--- src/rtl/fetch_unit_if.sv ---
// Program-memory fetch bus between the fetch stage (master) and program memory (slave).
//   mem_req  : fetch request, held high until the acknowledge edge
//   mem_addr : fetch address, equals the program counter while mem_req is high
//   mem_ack  : memory word valid on mem_data (may respond combinationally)
//   mem_data : fetched instruction word
interface fetch_unit_if #(
  parameter int unsigned PC_WIDTH          = 8,
  parameter int unsigned PROGRAM_DataWidth = 16
) ();

  logic                         mem_req;
  logic [PC_WIDTH-1:0]          mem_addr;
  logic                         mem_ack;
  logic [PROGRAM_DataWidth-1:0] mem_data;

  modport master (
    output mem_req,
    output mem_addr,
    input  mem_ack,
    input  mem_data
  );

  modport slave (
    input  mem_req,
    input  mem_addr,
    output mem_ack,
    output mem_data
  );

endinterface

--- src/rtl/fetch_unit.sv ---
// Instruction fetch stage of the 8-bit core. Owns the program counter, fetches
// instruction words over a request/acknowledge handshake and presents them to
// the decoder; the decoder's flow-control outputs select the next PC.
// Ports:
//   clk, reset   : clock, synchronous active-high reset
//   mem_if       : program-memory fetch bus (master side)
//   instruction  : instruction register driving the decoder
//   instr_valid  : high in the execute cycle, qualifies downstream writes
//   pc           : address of the instruction held / being fetched
//   stall        : freezes the execute cycle
//   cnt_wr_en    : decoder requests a PC load from the branch target
//   add_offset   : branch target is pc + sign-extended literal_adr
//   literal_adr  : absolute target or signed relative offset
module fetch_unit #(
  parameter int unsigned PC_WIDTH          = 8,
  parameter int unsigned PROGRAM_DataWidth = 16,
  parameter int unsigned DataWidth         = 8
) (
  input  logic                         clk,
  input  logic                         reset,
  fetch_unit_if.master                 mem_if,
  output logic [PROGRAM_DataWidth-1:0] instruction,
  output logic                         instr_valid,
  output logic [PC_WIDTH-1:0]          pc,
  input  logic                         stall,
  input  logic                         cnt_wr_en,
  input  logic                         add_offset,
  input  logic [DataWidth-1:0]         literal_adr
);

  typedef enum logic [1:0] {
    ST_RST   = 2'd0,
    ST_FETCH = 2'd1,
    ST_EXEC  = 2'd2
  } state_e;

  state_e                       state_q;
  logic [PC_WIDTH-1:0]          pc_q;
  logic [PC_WIDTH-1:0]          pc_d;
  logic [PROGRAM_DataWidth-1:0] instr_q;
  logic                         instr_valid_q;
  logic                         mem_req_q;

  // Next-PC select; only consumed on the non-stalled EXEC edge.
  // Relative targets are computed from the branch instruction's own address.
  always_comb begin
    pc_d = pc_q + PC_WIDTH'(1);
    if (cnt_wr_en) begin
      if (add_offset) begin
        pc_d = pc_q + PC_WIDTH'($signed(literal_adr));
      end else begin
        pc_d = PC_WIDTH'(literal_adr);
      end
    end
  end

  // Fetch/execute sequencer with all outputs registered.
  always_ff @(posedge clk) begin
    if (reset) begin
      state_q       <= ST_RST;
      pc_q          <= '0;
      instr_q       <= '0;
      instr_valid_q <= 1'b0;
      mem_req_q     <= 1'b0;
    end else begin
      case (state_q)
        ST_RST: begin
          state_q   <= ST_FETCH;
          mem_req_q <= 1'b1;
        end
        ST_FETCH: begin
          if (mem_if.mem_ack) begin
            instr_q       <= mem_if.mem_data;
            state_q       <= ST_EXEC;
            mem_req_q     <= 1'b0;
            instr_valid_q <= 1'b1;
          end
        end
        ST_EXEC: begin
          // Request for the new PC goes out the very next cycle, so no
          // wrong-path fetch can be issued.
          if (!stall) begin
            pc_q          <= pc_d;
            state_q       <= ST_FETCH;
            mem_req_q     <= 1'b1;
            instr_valid_q <= 1'b0;
          end
        end
        default: begin
          state_q       <= ST_RST;
          mem_req_q     <= 1'b0;
          instr_valid_q <= 1'b0;
        end
      endcase
    end
  end

  // The address is the PC itself: stable for the whole request and zero in reset.
  assign mem_if.mem_req  = mem_req_q;
  assign mem_if.mem_addr = pc_q;
  assign instruction     = instr_q;
  assign instr_valid     = instr_valid_q;
  assign pc              = pc_q;

endmodule

--- src/flat_wrapper.sv ---
// flat-port wrapper written by rule: the top's interface ports become plain ports
module fetch_unit_flat 
#(
  parameter int unsigned PC_WIDTH          = 8,
  parameter int unsigned PROGRAM_DataWidth = 16,
  parameter int unsigned DataWidth         = 8
)
  (clk, reset, instruction, instr_valid, pc, stall, cnt_wr_en, add_offset, literal_adr, mem_if_mem_req, mem_if_mem_addr, mem_if_mem_ack, mem_if_mem_data);
  fetch_unit_if #(.PC_WIDTH(PC_WIDTH), .PROGRAM_DataWidth(PROGRAM_DataWidth)) mem_if_i ();
  input  logic clk;
  input  logic reset;
  output logic [PROGRAM_DataWidth-1:0] instruction;
  output logic instr_valid;
  output logic [PC_WIDTH-1:0] pc;
  input  logic stall;
  input  logic cnt_wr_en;
  input  logic add_offset;
  input  logic [DataWidth-1:0] literal_adr;
  output wire logic [$bits(mem_if_i.mem_req)-1:0] mem_if_mem_req;
  output wire logic [$bits(mem_if_i.mem_addr)-1:0] mem_if_mem_addr;
  input wire logic [$bits(mem_if_i.mem_ack)-1:0] mem_if_mem_ack;
  input wire logic [$bits(mem_if_i.mem_data)-1:0] mem_if_mem_data;
  assign mem_if_mem_req = mem_if_i.mem_req;
  assign mem_if_mem_addr = mem_if_i.mem_addr;
  assign mem_if_i.mem_ack = mem_if_mem_ack;
  assign mem_if_i.mem_data = mem_if_mem_data;
  fetch_unit #(.PC_WIDTH(PC_WIDTH), .PROGRAM_DataWidth(PROGRAM_DataWidth), .DataWidth(DataWidth)) u_core (.clk(clk), .reset(reset), .mem_if(mem_if_i), .instruction(instruction), .instr_valid(instr_valid), .pc(pc), .stall(stall), .cnt_wr_en(cnt_wr_en), .add_offset(add_offset), .literal_adr(literal_adr));
endmodule
--- config.mk ---
export PLATFORM = sky130hd
export DESIGN_NAME = fetch_unit_flat
export DESIGN_NICKNAME = d
export VERILOG_FILES = /design/src/rtl/fetch_unit_if.sv /design/src/rtl/fetch_unit.sv /design/src/flat_wrapper.sv
export SDC_FILE = /design/constraint.sdc
export NUM_CORES = 1
export LEC_CHECK = 0
export CORE_MARGIN = 4
export CORE_UTILIZATION = 46
export DETAILED_ROUTE_END_ITERATION = 10
export GPL_TIMING_DRIVEN = 0
export PLACE_DENSITY = 0.85
export REMOVE_ABC_BUFFERS = 1
export SLEW_MARGIN = 20
export SYNTH_ARGS = -nofsm -noshare
export SYNTH_HDL_FRONTEND = slang
export SYNTH_SLANG_ARGS = --single-unit
--- constraint.sdc ---
create_clock -name clk -period 6.1 [get_ports clk]
set_input_delay 0.61 -clock clk [delete_from_list [all_inputs] [get_ports clk]]
set_output_delay 0.61 -clock clk [all_outputs]
set_load 0.03 [all_outputs]
==> out/results.txt <==
Status: complete, no violations
Clock sinks: 27
Unique cell type count in the Yosys netlist: 43
Full die area: 4370 µm²
Placed Instances: 290
Synthesis warning total: 0
Area of the core: 3150 µm²
Port Buf Inserts: 63
DR vias: 1572
Final setup fails: 0
Share of layout cells above drive strength 1: 4.40%
Htree depth: 1
CP arrival: 2.84 ns
Sequential share of the synthesized area: 34.8%
Leakage Power: 0.788 nW
Fmax: 0.384 GHz
Nets: 290
Worst rel slew slack: 37.6%
Placer Congestion: 0.810
CP Class: in -> reg
Die Height: 66.1 µm
Slew at the pin closest to its max-slew limit: 0.933 ns
Mapped Area: 1550 µm²
Initial DRC Count: 62
Hold slack: 0.464 ns
Drt drc: 0
Clock latency on the worst-skew pair: 0.31 ns
Post-synth EDFFs: 0
Setup TNS: 0 ns
I/O pin cnt: 64
Area Growth Syn to Fin: 40.0%
Vias in the first global route: 1473
Final Slew Violations: 0
Sink of the worst hold path: u_core.instruction[4]$_SDFFE_PP0P_
RSZ-0062 raised after global routing: no
Width of the chip: 66.1 µm
Reg2Reg Setup Slack: 3.74 ns
R2R Path End: u_core.mem_if.mem_addr[6]$_SDFFE_PP0P_
Detail Route Antenna Nets: 0
DPL Wire Length: 2890 µm
ANT cells: 0
Resized cells post-CTS: 0
Root Buffer: clkbuf_4
Power per standard cell area: 163 nW/µm²
Num CTS Buffers: 3
Hold Crit Depth: 2
Initial antenna violation count: 0
First-pass GRT wire length: 6380 µm
Final cell count without fillers: 294
CP Launch Type: input port
TritonCTS clock tree: yes
Largest net degree at the start of global routing: 28
Starting density of the core: 49.2%
Hold Startpoint: u_core.instruction[4]$_SDFFE_PP0P_
Post-Synthesis Cells: 200
Syn Area/Cell: 7.76 µm²
Reported max-cap violation count: 0
Setup Buffers After CTS: 0
Reg2reg start: u_core.mem_if.mem_addr[0]$_SDFFE_PP0P_
Main synth FF type: dfxtp_1
Final hold violations: 0
Row count: 20
Crit share post-route: 42.7%
Hold crit path type: reg -> reg
Clock transition at the registers of the reported paths: 0.14 ns
# hold bufs at CTS: 0
Min cycle time layout: 2.61 ns
CP Data Required Time: 6.34 ns
Global Route Usage Sum: 18.0%
Max IR drop VDD: 0.000160 V
Crit Path Max Fanout: 3
Gr ovfl total: 0
Final WL: 3760 µm
CP Capture Type: register
Clock skew: 0.0135 ns
Yosys reg bits: 27
Async set-reset flop share out of synthesis: 0%
R2r worst-path depth: 8
WL per Instance: 12.8 µm
Vias per inst: 5.35
Clk buf depth: 2
DRT Pass-1 Iters: 4
==> per-stage QoR <==
| stage | instance area, µm² | utilization [%] | power (W) | setup slack (ns) |
|---|---|---|---|---|
| 6_report | 2170 | 68.9 | 0.000354 | 3.49 |
| 5_1_grt | 2170 | 68.9 | 0.000373 | 3.41 |
| 4_1_cts | 2170 | 68.8 | 0.000358 | 3.51 |
| 3_5_place_dp | 2140 | 68.0 | 0.000285 | 3.18 |
| 3_3_place_gp | 2140 | 68.0 | 0.000284 | 3.19 |
| 2_1_floorplan | 1460 | - | 0.000238 | 3.58 |
==> layout make-up <==
| type | instances | area, µm² |
|---|---|---|
| timing repair buffer | 63 | 631 |
| fill | 282 | 980 |
| multi-input combinational | 150 | 898 |
| clock buffer | 4 | 26.3 |
| inverter | 6 | 22.5 |
| tap | 44 | 55.1 |
| sequential | 27 | 541 |
==> where the power goes <==
part           internal (W)  switching (W)  total (W)  leakage (nW)
combinational     0.0000443      0.0000466  0.0000909         0.553
sequential         0.000184     0.00000633   0.000190         0.220
clock             0.0000255      0.0000471  0.0000726        0.0150
total              0.000254      0.0000999   0.000354         0.788
==> worst max path at each step <==
stage / start / endpoint / slack, ns / cells past startpoint
after global placement: literal_adr[0] / u_core.mem_if.mem_addr[6]$_SDFFE_PP0P_ / 3.19 / 9
after detailed placement: literal_adr[0] / u_core.mem_if.mem_addr[6]$_SDFFE_PP0P_ / 3.18 / 9
after CTS: literal_adr[0] / u_core.mem_if.mem_addr[6]$_SDFFE_PP0P_ / 3.51 / 9
after floorplan: u_core.mem_if.mem_addr[0]$_SDFFE_PP0P_ / u_core.mem_if.mem_addr[6]$_SDFFE_PP0P_ / 3.58 / 8
after global routing: literal_adr[0] / u_core.mem_if.mem_addr[6]$_SDFFE_PP0P_ / 3.41 / 9
final: literal_adr[0] / u_core.mem_if.mem_addr[6]$_SDFFE_PP0P_ / 3.49 / 9
==> worst max-delay path, stage by stage <==
cell and delay, ns:
clkdlybuf4s50_1 0.48, ha_1 0.19, inv_1 0.06, fa_1 0.41
nor2b_1 0.18, o31a_1 0.17, o22ai_1 0.10, or4_1 0.48
a31oi_1 0.17
==> logic make-up after synthesis <==
kind of cell    share of synthesized area, %
compound gates                          24.3
mux                                     1.37
fa+ha+maj                               7.74
xor+xnor                                2.82
simple gates                            21.4
buf+inv                                 7.49
flops                                   34.8
==> state kept, by name (all words and copies together) (netlist names) <==
| name | cells |
|---|---|
| u_core.state_q | 2 |
| u_core.instr_valid | 1 |
| u_core.mem_if.mem_addr | 8 |
| u_core.instruction | 16 |
==> cells in the final DEF, fill, tap and decap left out, drive strengths merged, types with 2 or more instances in the layout <==
cell           instances
a21o                   2
xnor2                  2
dfxtp                 27
inv                    6
a211oi                 2
nor3                   2
or2                    2
o21ai                  6
nand2                 40
a31oi                  6
a21oi                 30
o21a                   2
clkbuf                 4
o31a                   2
ha                     8
nor2                  17
nand4                  2
xor2                   3
clkdlybuf4s50         63
nor3b                  3
==> cells in the mapped netlist, drive strengths merged (2+ instances only) <==
cell type   n  share of area (%)
o21ai       6                1.9
ha          8                6.4
xnor2       2                1.1
nor3        2               0.64
o31a        2                1.1
nand4       2               0.81
nand2      40                9.8
dfxtp      27                 35
clkbuf      9                2.2
a21o        2               0.97
buf         8                3.9
nor3b       3                2.2
a31oi       6                2.4
inv         6                1.5
a211oi      2               0.97
nor2       17                4.1
xor2        3                1.7
or2         2               0.81
a21oi      30                9.7
o21a        2               0.97
==> metal layers <==
layer	GRT usage, %	part of all wire (%)
met1	22.7	44
met2	32.5	53
met3	3.23	3.1
met4	2.28	0
met5	0	0
Note: power is estimated with default switching activity, not from simulation.
